## config.mk

```make
export PLATFORM = sky130hd
export DESIGN_NAME = int_seq
export DESIGN_NICKNAME = d
export VERILOG_FILES = /design/src/rtl/int_seq_pkg.sv /design/src/rtl/irq_sync_edge.sv /design/src/rtl/int_seq.sv
export SDC_FILE = /design/constraint.sdc
export NUM_CORES = 1
export LEC_CHECK = 0
export BUFFER_PORTS_ARGS = -buffer_cell sky130_fd_sc_hd__buf_2
export CAP_MARGIN = 20
export CORE_UTILIZATION = 40
export CTS_CLUSTER_SIZE = 8
export DETAILED_ROUTE_END_ITERATION = 10
export GPL_TIMING_DRIVEN = 0
export PLACE_DENSITY = 0.79
export SLEW_MARGIN = 15
export SYNTH_ARGS = -nofsm -noshare
export SYNTH_HDL_FRONTEND = slang
export SYNTH_HIERARCHICAL = 1
export SYNTH_SLANG_ARGS = --single-unit
```

## constraint.sdc

```tcl
create_clock -name clk -period 2.75 [get_ports clk]
set_input_delay 0.4125 -clock clk [delete_from_list [all_inputs] [get_ports clk]]
set_output_delay 0.4125 -clock clk [all_outputs]
set_load 0.01 [all_outputs]
```

## src/rtl/int_seq_pkg.sv

```systemverilog
`default_nettype none
// ============================================================================
//  Module      : int_seq_pkg
//  Description : Shared types, default constants and the priority-encode
//                helper for the interrupt sequencer.
//  Revision    : 1.0  initial release
// ============================================================================
package int_seq_pkg;

  // Defaults for the sequencer parameters
  localparam int          c_n_irq        = 6;
  localparam logic [31:0] c_handler_addr = 32'h0000_4180;
  localparam int          c_cnt_w        = 16;

  // Sequencer states; explicit 3-bit encoding
  typedef enum logic [2:0] {
    RUN     = 3'd0,
    ENTER   = 3'd1,
    VECTOR  = 3'd2,
    HANDLER = 3'd3,
    EXIT    = 3'd4
  } state_t;

  // Isolate the lowest set bit as a one-hot vector (bit 0 is highest
  // priority). Operates on a 32-bit container so any N_IRQ up to 32 can use
  // it through a width cast. An all-zero request yields all-zero.
  function automatic logic [31:0] prio_onehot(input logic [31:0] req);
    prio_onehot = req & (~req + 32'd1);
  endfunction

endpackage : int_seq_pkg
`default_nettype wire

```

## src/rtl/irq_sync_edge.sv

```systemverilog
`default_nettype none
// ============================================================================
//  Module      : irq_sync_edge
//  Description : One interrupt line: two-flop synchronizer, an extra stage
//                for rising-edge detection, and a pending latch for
//                edge-mode lines that is cleared by the sequencer's ack.
//  Revision    : 1.0  initial release
// ============================================================================
module irq_sync_edge (
  input  logic clk,
  input  logic rst,
  input  logic irq_in,     // raw asynchronous request
  input  logic edge_mode,  // 1 = rising-edge latched, 0 = level
  input  logic ack,        // sequencer is servicing this line this cycle
  output logic hwint       // this line's bit of the pending vector
);

  logic r_s1;
  logic r_s2;
  logic r_s3;
  logic r_pend;
  logic w_rise;

  // Rising edge seen on the synchronized signal
  assign w_rise = r_s2 & ~r_s3;

  // Synchronizer chain plus edge-detect delay stage
  always_ff @(posedge clk or posedge rst) begin
    if (rst) begin
      r_s1 <= 1'b0;
      r_s2 <= 1'b0;
      r_s3 <= 1'b0;
    end else begin
      r_s1 <= irq_in;
      r_s2 <= r_s1;
      r_s3 <= r_s2;
    end
  end

  // Pending latch: a new edge beats a same-cycle ack so no request is lost;
  // level lines keep no state
  always_ff @(posedge clk or posedge rst) begin
    if (rst) begin
      r_pend <= 1'b0;
    end else if (!edge_mode) begin
      r_pend <= 1'b0;
    end else if (w_rise) begin
      r_pend <= 1'b1;
    end else if (ack) begin
      r_pend <= 1'b0;
    end
  end

  assign hwint = r_pend | (r_s2 & ~edge_mode);

endmodule : irq_sync_edge
`default_nettype wire

```

## src/rtl/int_seq.sv

```systemverilog
`default_nettype none
// ============================================================================
//  Module      : int_seq
//  Description : Interrupt sequencer for the multi-cycle MIPS core. Builds
//                the CP0 HWInt vector from device lines, and at instruction
//                boundaries steps through handler entry (EXL set, stall,
//                redirect to the handler) and ERET return (EXL clear,
//                redirect to EPC).
//  Revision    : 1.0  initial release
// ============================================================================
module int_seq
  import int_seq_pkg::*;
#(
  parameter int          N_IRQ        = c_n_irq,
  parameter logic [31:0] HANDLER_ADDR = c_handler_addr,
  parameter int          CNT_W        = c_cnt_w
) (
  input  logic             clk,
  input  logic             rst,
  input  logic [N_IRQ-1:0] irq_in,
  input  logic [N_IRQ-1:0] irq_edge,
  output logic [N_IRQ-1:0] hwint,
  input  logic             intreq,
  input  logic             instr_end,
  input  logic             is_eret,
  input  logic [31:0]      cp0_epc,
  output logic             exlset,
  output logic             exlclr,
  output logic             hold,
  output logic             redirect,
  output logic [31:0]      npc,
  output logic [N_IRQ-1:0] irq_ack,
  output logic [CNT_W-1:0] irq_count
);

  state_t           r_state;
  logic [CNT_W-1:0] r_irq_count;
  logic [N_IRQ-1:0] w_prio;

  // Per-line synchronizer / pending logic
  generate
    for (genvar i = 0; i < N_IRQ; i++) begin : g_line
      irq_sync_edge u_line (
        .clk       (clk),
        .rst       (rst),
        .irq_in    (irq_in[i]),
        .edge_mode (irq_edge[i]),
        .ack       (irq_ack[i]),
        .hwint     (hwint[i])
      );
    end
  endgenerate

  // Lowest-numbered pending line wins
  assign w_prio = N_IRQ'(prio_onehot(32'(hwint)));

  // Sequencer state: moves only at instruction boundaries or through the
  // fixed one-cycle entry/exit steps
  always_ff @(posedge clk or posedge rst) begin
    if (rst) begin
      r_state <= RUN;
    end else begin
      case (r_state)
        RUN: begin
          // ERET has priority over a simultaneous request
          if (instr_end && is_eret) begin
            r_state <= EXIT;
          end else if (instr_end && intreq) begin
            r_state <= ENTER;
          end
        end
        ENTER:   r_state <= VECTOR;
        VECTOR:  r_state <= HANDLER;
        HANDLER: begin
          // No nesting: intreq is not looked at while in the handler
          if (instr_end && is_eret) begin
            r_state <= EXIT;
          end
        end
        EXIT:    r_state <= RUN;
        default: r_state <= RUN;
      endcase
    end
  end

  // Saturating count of handler entries
  always_ff @(posedge clk or posedge rst) begin
    if (rst) begin
      r_irq_count <= '0;
    end else if ((r_state == ENTER) && (r_irq_count != '1)) begin
      r_irq_count <= r_irq_count + CNT_W'(1);
    end
  end

  // Moore outputs decoded from the state register; npc in EXIT follows the
  // live EPC so the core sees the value CP0 holds in that cycle
  assign exlset    = (r_state == ENTER);
  assign hold      = (r_state == ENTER);
  assign exlclr    = (r_state == EXIT);
  assign redirect  = (r_state == VECTOR) || (r_state == EXIT);
  assign npc       = (r_state == VECTOR) ? HANDLER_ADDR :
                     (r_state == EXIT)   ? cp0_epc      : 32'h0;
  assign irq_ack   = (r_state == ENTER) ? w_prio : '0;
  assign irq_count = r_irq_count;

endmodule : int_seq
`default_nettype wire

```

==> run metrics, run 1 <==
clock sinks=43; GP Congestion=about 0.77; ys flop type=dfrtp_1; CTS tree=built; Startpoint Class=flip-flop; total CTS buffers=5; final hold violations=0; Via Count=approximately 1.8k; most frequent cells in the layout=buf_2, dfrtp_1, and2_1, inv_1, nand2b_1; root buf cell=clkbuf_8; total track usage=between 10% and 20%; CP Buf/Inv Count=2; gr ovfl total=0; Comb power frac=a little under a third; Netlist cell types=36; Clock Latency Late Sink=between 0.2 and 0.3 ns; number of fill cells=roughly 440; largest net degree at the start of global routing=20; Max Cap Viol=0; placed cell area=roughly 2700 sq um; final net count=~370; power per cell area=~600 nW/um^2; sw frac=between 30% and 40%; critical path's most frequent cell=buf_2; die footprint=5500 sq um; CP peak stage delay=a little over 0.5 ns; clock skew=~0.0042 ns; Lkg Pwr=between 0.0015 and 0.002 uW; final period utilization=between 90% and 100%; syn_nets=247; post-detail-place hpwl=~3500 microns; RSZ-0062 raised after global routing=true; DRT iter0 DRCs=between 70 and 80; first-pass GRT wire length=6580 microns; post-route ant nets=0; Int Power=~1100 uW; status=completed; die width=about 74 microns; hold crit path type=in2async; Initial Utilization=between 40% and 50%; clock share of power=around 22%; EDFF count, synth=0; Critical Path RT=2.34 ns; share of power burned in registers=46.1%; drt via density=approximately 4.7; port bufs=~110; synthesis-to-layout area growth=35.5%; post-synthesis sequential area ratio=51.6%; Diodes inserted=0; maximum root-to-sink buffer count=2; sequential standard cell area=~1100 sq um; Wirelength per Cell=between 10 and 15 microns; worst vdd ir=roughly 0.31 mV; commonest non-fill, non-tap cell in the layout=buf_2; CP arrival=about 2.2 ns; worst setup path class=reg2out; Cells after Synth=197; number of remaining DRC errors=0; Critical Path Sink Type=output pin; FF+latch count, synth=43; Rows=25; DR pass1 iterations=4; initial antenna violation count=0; die height=74.2 microns; share of layout cells above drive strength 1=43.8%; Top delay family on crit path=simple AND/OR/NAND/NOR gates; # setup viols final=0; mapped cell area=around 2100 sq um; vias in the first global route=1539; Post-synth ARST share=100%; max-slew violations=0; YS warnings=6; Final Util=between 50 and 60%; final instance area=2830 sq um; Tot Pwr=roughly 1700 uW; Final min period=approximately 2.6 ns; CP max FO=9; Fmax achieved=roughly 0.38 GHz; I/O Pins=about 110; Cell Chain, Critical Path=buf_2 -> or3b_4 -> or4_1 -> nor4b_2 -> buf_2; Post-Route WL=between 4000 and 5000 microns; Slew @ Worst Pin=0.705 ns; Mean Syn Cell Area=about 11 sq um; H-tree depth=2; Placeable Area=around 4900 sq um; Slowest-stage cell, CP=or4_1; area of the multi-input gates=923 sq um; relative slew slack=between 50 and 60%; Clock Pin Slew Worst Setup and Hold Paths=0.07 ns; Switch Pwr=565 uW
## synthesized netlist by cell type (all sizes together) (2+ instances only)
library cell | number | area [sq um]
nand4 | 6 | 52.6
mux2 | 3 | 37.5
nor3 | 5 | 25.0
nand2b | 14 | 87.6
a21oi | 13 | 87.6
a31oi | 2 | 12.5
nand3 | 4 | 20.0
a21o | 6 | 45.0
inv | 15 | 56.3
and2 | 31 | 194
o21ai | 4 | 20.0
nor2 | 5 | 21.3
xor2 | 12 | 105
buf | 3 | 20.0
dfrtp | 43 | 1080
nor4b | 4 | 41.3
clkbuf | 3 | 11.3
nand2 | 9 | 33.8
nor4 | 4 | 40.0
nor3b | 3 | 22.5
## registers in the layout, indices dropped and copies added, names as in the netlist
register and count:
g_line.u_line/r_s1 6, r_state 3, g_line.u_line/r_pend 6, irq_count 16, g_line.u_line/r_s2 6, g_line.u_line/r_s3 6
## layer usage
metal	part of all wire (%)	up-vias	routed length (microns)	global-route usage, %
li1	-	897	-	-
met1	44	848	1870	19.8
met2	50	63	2150	26.2
met3	5.4	5	232	3.79
met4	1.0	0	43	5.13
met5	0	-	0	0
## power groups by stage
stage	sequential (uW)	clock [uW]	combinational [uW]
4_1_cts	779	393	547
6_report	780	374	541
3_5_place_dp	791	0	545
3_3_place_gp	788	0	536
2_1_floorplan	796	0	334
5_1_grt	793	421	605
## logic make-up (layout without fill, tap and decap cells)
kind of cell,count (synthesis),count (layout),share of synthesized area [%]
muxes,3,3,1.80
adders and majority gates,1,1,0.600
DFF,43,43,51.6
and+or+nand+nor,90,90,28.0
AOI/OAI and AO/OA,26,26,8.34
xor gates and xnor gates,12,12,5.04
buffers and inverters,22,142,4.62
## path summary, 6_finish.rpt
| check | depth (start not counted) | slack [ns] | end | from |
|---|---|---|---|---|
| max in group asynchronous | 2 | 2.00 | irq_count[1] | rst |
| max reg2reg | 6 | 0.68 | g_line[5].u_line/r_pend | r_state[1] |
| min in group clk | 1 | 0.23 | g_line[5].u_line/r_s1 | irq_in[5] |
| max | 5 | 0.11 | irq_ack[5] | r_state[1] |
| min reg2reg | 0 | 0.35 | g_line[5].u_line/r_s2 | g_line[5].u_line/r_s1 |
| min | 2 | 0.05 | g_line[4].u_line/r_s3 | rst |
## stage by stage
stage	hold slack [ns]	setup TNS, ns	setup WS [ns]	instances
floorplan	0.179	0	0.450	197
global placement	0.332	0	0.348	376
detailed placement	0.336	0	0.349	376
CTS	0.0482	0	0.0182	384
global route	0.0645	-0.00750	-0.00750	384
finish	0.0537	0	0.110	384
## timing repair
action / CTS / global route
hold buffers: 0 / 0
setup endpoints to repair: 0 / 1
buffers inserted: 0 / 0
resized for setup: 0 / 2
## area by class of cell
| type | instances | share of cell area (%) |
|---|---|---|
| sequential | 43 | 38.1 |
| multi-input combinational | 132 | 32.7 |
| timing repair buffer | 112 | 19.8 |
| tap | 67 | 2.97 |
| clock buffer | 6 | 2.57 |
| inverter | 16 | 2.30 |
| buffer | 6 | 1.11 |
| clock inverter | 2 | 0.443 |
(Power assumes the default switching activity.)
==> inputs of run 2 (changes only) <==
CELL_PAD_IN_SITES_DETAIL_PLACEMENT = 2   (was default)
CELL_PAD_IN_SITES_GLOBAL_PLACEMENT = 2   (was default)
CORE_UTILIZATION = 25   (was 40)
PLACE_DENSITY = 0.84   (was 0.79)
==> run metrics, run 2 (synthesis gave the netlist of run 1 again) <==
most frequent cells in the layout=buf_2, dfrtp_1, and2_1, inv_1, nand2b_1; Critical Path RT=2.34 ns (about the same); Startpoint Class=flip-flop; final hold violations=0 (unchanged); die footprint=8710 sq um (+58%); # setup viols final=0 (unchanged); die width=93.3 microns (+26%); Wirelength per Cell=15.6 microns (+40%); drt via density=4.56 (-3.5%); DR pass1 iterations=4 (unchanged); I/O Pins=113 (unchanged); initial antenna violation count=0 (unchanged); Post-Route WL=6560 microns (+53%); Final Worst Setup Slack=0.0826 ns (-0.0277 ns); largest net degree at the start of global routing=20 (unchanged); share of layout cells above drive strength 1=44.2% (+0.32 points); sequential standard cell area=1080 sq um (unchanged); root buf cell=clkbuf_8; worst setup path class=reg2out; Fin Hold WS=0.0448 ns (-0.00883 ns); vias in the first global route=2103 (+37%); first-pass GRT wire length=10600 microns (+61%); maximum root-to-sink buffer count=2 (unchanged); hold crit path type=in2async; post-detail-place hpwl=5410 microns (+56%); total track usage=15.8% (+0.18 points); CTS tree=built; final net count=366 (unchanged); DRT iter0 DRCs=54 (-27%); power per cell area=648 nW/um^2 (+8.0%); number of fill cells=919 (+110%); number of remaining DRC errors=0 (unchanged); Clock Latency Late Sink=0.30 ns (+0.02 ns); port bufs=112 (unchanged); clock sinks=43 (unchanged); die height=93.3 microns (+26%); status=completed; Fmax achieved=0.375 GHz (-1.0%); Max Cap Viol=0 (unchanged); Diodes inserted=0 (unchanged); area of the multi-input gates=922 sq um (-0.14%); Initial Utilization=26.4% (-16 points); H-tree depth=2 (unchanged); Via Count=1909 (+5.3%); synthesis-to-layout area growth=38.9%; relative slew slack=48.8% (-4.1 points); worst vdd ir=0.285 mV (-8.9%); total CTS buffers=5 (unchanged); Lkg Pwr=0.00161 uW (+1.1%); Clock Pin Slew Worst Setup and Hold Paths=0.09 ns (+0.02 ns); post-route ant nets=0 (unchanged); CP arrival=2.25 ns (+0.02 ns); CP max FO=9 (unchanged); final period utilization=97.0% (+1.0 points); RSZ-0062 raised after global routing=true; Rows=32 (+28%); commonest non-fill, non-tap cell in the layout=buf_2; pre-CTS setup slack=0.274 ns (-0.0745 ns); GP Congestion=0.724 (-5.6%); gr ovfl total=0 (unchanged); Placeable Area=7890 sq um (+62%); Critical Path Sink Type=output pin; Final min period=2.67 ns (+0.0277 ns); Slew @ Worst Pin=0.767 ns (+0.0620 ns); clock skew=0.00367 ns (-0.000577 ns); max reg flops=16 (unchanged); max-slew violations=0 (unchanged)
[run 2: worst paths after layout]
kind                                       startpoint               endpoint  slack (ns)  depth (start not counted)
worst max-delay path                       r_state[1]             irq_ack[5]        0.08                          5
worst min-delay path                              rst  g_line[0].u_line/r_s1        0.04                          2
worst max register to register           irq_count[0]           irq_count[1]        0.61                          5
worst min register to register  g_line[5].u_line/r_s1  g_line[5].u_line/r_s2        0.36                          0
max in group asynchronous                         rst             r_state[0]        1.96                          2
min in group clk                            irq_in[4]  g_line[4].u_line/r_s1        0.21                          1
[run 2: repair_timing]
item | in CTS | in global routing
hold buffers | 0 | 0
setup buffers | 0 | 0
resized for setup | 1 | 1
setup endpoints to repair | 1 | 2
[run 2: through the flow]
step | area [sq um] | utilization [%] | TNS [ns] | instances | total power [uW]
4_1_cts | 2890 | 36.7 | 0 | 419 | 1910
3_5_place_dp | 2770 | 35.2 | 0 | 411 | 1390
2_1_floorplan | 2080 | - | 0 | 197 | 1130
6_report | 2900 | 36.7 | 0 | 419 | 1880
5_1_grt | 2900 | 36.7 | -0.00541 | 419 | 2000
3_3_place_gp | 2770 | 35.2 | 0 | 411 | 1350
[run 2: cell type report]
cell class	count	area share [%]
timing repair buffer	112	19.4
tap	102	4.41
clock inverter	3	1.51
sequential	43	37.2
clock buffer	5	2.38
inverter	16	2.25
buffer	6	1.08
multi-input combinational	132	31.8
[run 2: metal layers]
layer | global-route usage [%] | share of wire (%) | up-vias
met1 | 18.6 | 40 | 937
met3 | 3.50 | 4.8 | 16
met2 | 27.9 | 53 | 62
met4 | 5.90 | 2.4 | 0
li1 | - | - | 894
met5 | 0 | 0 | -
[run 2: critical path: stages, from the launching register on]
cell and delay, ns:
dfrtp_1 0.37, buf_2 0.17, or3b_4 0.45, or4_4 0.46
nor4b_2 0.31, buf_2 0.18
[run 2: power breakdown]
| part | internal, uW | leakage, uW | switching, uW |
|---|---|---|---|
| clock | 270 | 0.0000581 | 230 |
| sequential | 707 | 0.000539 | 78.2 |
| combinational | 248 | 0.00101 | 341 |
==> inputs of run 3 (changes only) <==
CORE_MARGIN = 2   (was default)
==> run metrics, run 3 (synthesis gave the netlist of run 1 again) <==
status=completed; max-slew violations=0 (unchanged); # setup viols final=0 (unchanged); Diodes inserted=0 (unchanged); Rows=33 (+3.1%); first-pass GRT wire length=9770 microns (-7.5%); CP arrival=2.18 ns (-0.07 ns); root buf cell=clkbuf_8; commonest non-fill, non-tap cell in the layout=buf_2; gr ovfl total=0 (unchanged); total CTS buffers=5 (unchanged); Lkg Pwr=0.00161 uW (-0.15%); CP Buf/Inv Count=2 (unchanged); Final min period=2.59 ns (-0.0738 ns); port bufs=112 (unchanged); number of fill cells=963 (+4.8%); Startpoint Class=flip-flop; Critical Path Sink Type=output pin; die height=95.3 microns (+2.1%); die footprint=9080 sq um (+4.3%); most frequent cells in the layout=buf_2, dfrtp_1, and2_1, inv_1, nand2b_1; Final Util=35.7% (-1.1 points); Wirelength per Cell=14.8 microns (-5.3%); Slowest-stage cell, CP=or4_4; Clock Latency Late Sink=0.29 ns (about the same); RSZ-0062 raised after global routing=false; sequential standard cell area=1080 sq um (unchanged); final net count=368 (+0.55%); clock skew=0.0102 ns (+0.00658 ns); final period utilization=94.3% (-2.7 points); worst vdd ir=0.214 mV (-25%); post-detail-place hpwl=5110 microns (-5.4%); Critical R2R Launch=r_state[1]; Max Cap Viol=0 (unchanged); die width=95.3 microns (+2.1%); power per cell area=611 nW/um^2 (-5.6%); CTS tree=built; largest net degree at the start of global routing=20 (unchanged); Crit. Startpoint=r_state[1]; number of remaining DRC errors=0 (unchanged); Fmax achieved=0.386 GHz (+2.8%); GP Congestion=0.771 (+6.5%); H-tree depth=2 (unchanged); Clock Pin Slew Worst Setup and Hold Paths=0.08 ns (about the same); Critical Path RT=2.34 ns (about the same); Initial Utilization=25.6% (-0.80 points); CP max FO=9 (unchanged); final hold violations=0 (unchanged); final setup TNS=0 ns (unchanged); Top delay family on crit path=simple AND/OR/NAND/NOR gates; I/O Pins=113 (unchanged); share of layout cells above drive strength 1=44.5% (+0.35 points); vias in the first global route=1958 (-6.9%); hold_buf cts=0 (unchanged); total track usage=13.7% (-2.1 points); worst setup path class=reg2out; DRT iter0 DRCs=17 (-69%); initial antenna violation count=0 (unchanged); relative slew slack=49.2% (+0.38 points); hold crit path type=in2async; Post-Route WL=6280 microns (-4.2%); DR pass1 iterations=4 (unchanged); Via Count=1870 (-2.0%); cell count of the worst reg-to-reg path=6 (+1); max reg flops=16 (unchanged); Cell Chain, Critical Path=buf_2 -> or3b_4 -> or4_4 -> nor4b_4 -> buf_2; Placeable Area=8130 sq um (+3.1%); Crit path depth=5 (unchanged); synthesis-to-layout area growth=39.1%; critical path's most frequent cell=buf_2; CP peak stage delay=0.47 ns (about the same); post-route ant nets=0 (unchanged); area of the multi-input gates=936 sq um (+1.5%); Slew @ Worst Pin=0.761 ns (-0.00564 ns); Fin Hold WS=0.0702 ns (+0.0253 ns); maximum root-to-sink buffer count=2 (unchanged); clock sinks=43 (unchanged); drt via density=4.41 (-3.2%)
run 3: cell count changes in the layout (fill, tap and decap cells not counted):
cell,delta
bufinv_16,-1
nor3b_2,+1
buf_4,+2
clkinv_4,-1
clkinvlp_4,+1
nor4b_4,+1
clkbuf_1,+1
nor3b_1,-1
nor4b_2,-1
run 3: final timing paths:
path | end | slack [ns]
worst min-delay path | g_line[0].u_line/r_s3 | 0.07
min in group clk | g_line[2].u_line/r_s1 | 0.23
worst max register to register | irq_count[12] | 0.57
worst min register to register | g_line[0].u_line/r_s2 | 0.35
worst max-delay path | irq_ack[5] | 0.16
max in group asynchronous | irq_count[2] | 1.94
run 3: stage by stage:
stage	power [uW]	instance area [sq um]	setup WS (ns)	cells
after floorplan	1130	2080	0.450	197
after global placement	1350	2780	0.324	414
after detailed placement	1380	2780	0.297	414
after CTS	1790	2870	0.0234	422
after global routing	1910	2900	0.0222	424
final	1770	2900	0.156	424
run 3: layout make-up:
type / instances / area share (%)
well taps: 105 / 4.53
clock buffers: 6 / 2.50
inverters: 16 / 2.24
plain buffers: 6 / 1.08
clock inverters: 2 / 0.431
repair buffers: 114 / 19.8
multi-input cells: 132 / 32.3
flip-flops and latches: 43 / 37.1
run 3: what timing repair did:
| item | 4_1_cts | 5_1_grt |
|---|---|---|
| hold endpoints to repair | 0 | 0 |
| buffers inserted | 0 | 2 |
| pin swaps | 0 | 1 |
| gates resized for setup | 2 | 2 |
| gates cloned | 0 | 0 |
| endpoints found under the setup margin | 2 | 1 |
run 3: power breakdown:
part | switching (uW) | internal, uW | leakage [uW]
Clock | 211 | 178 | 0.0000412
Sequential | 74.7 | 707 | 0.000539
Combinational | 340 | 263 | 0.00103
run 3: routing by layer:
metal	vias up	part of all wire, %	global-route usage (%)
li1	899	-	-
met1	919	41	17.3
met2	48	54	23.9
met3	4	4.7	3.64
met4	0	0.64	2.17
met5	-	0	0
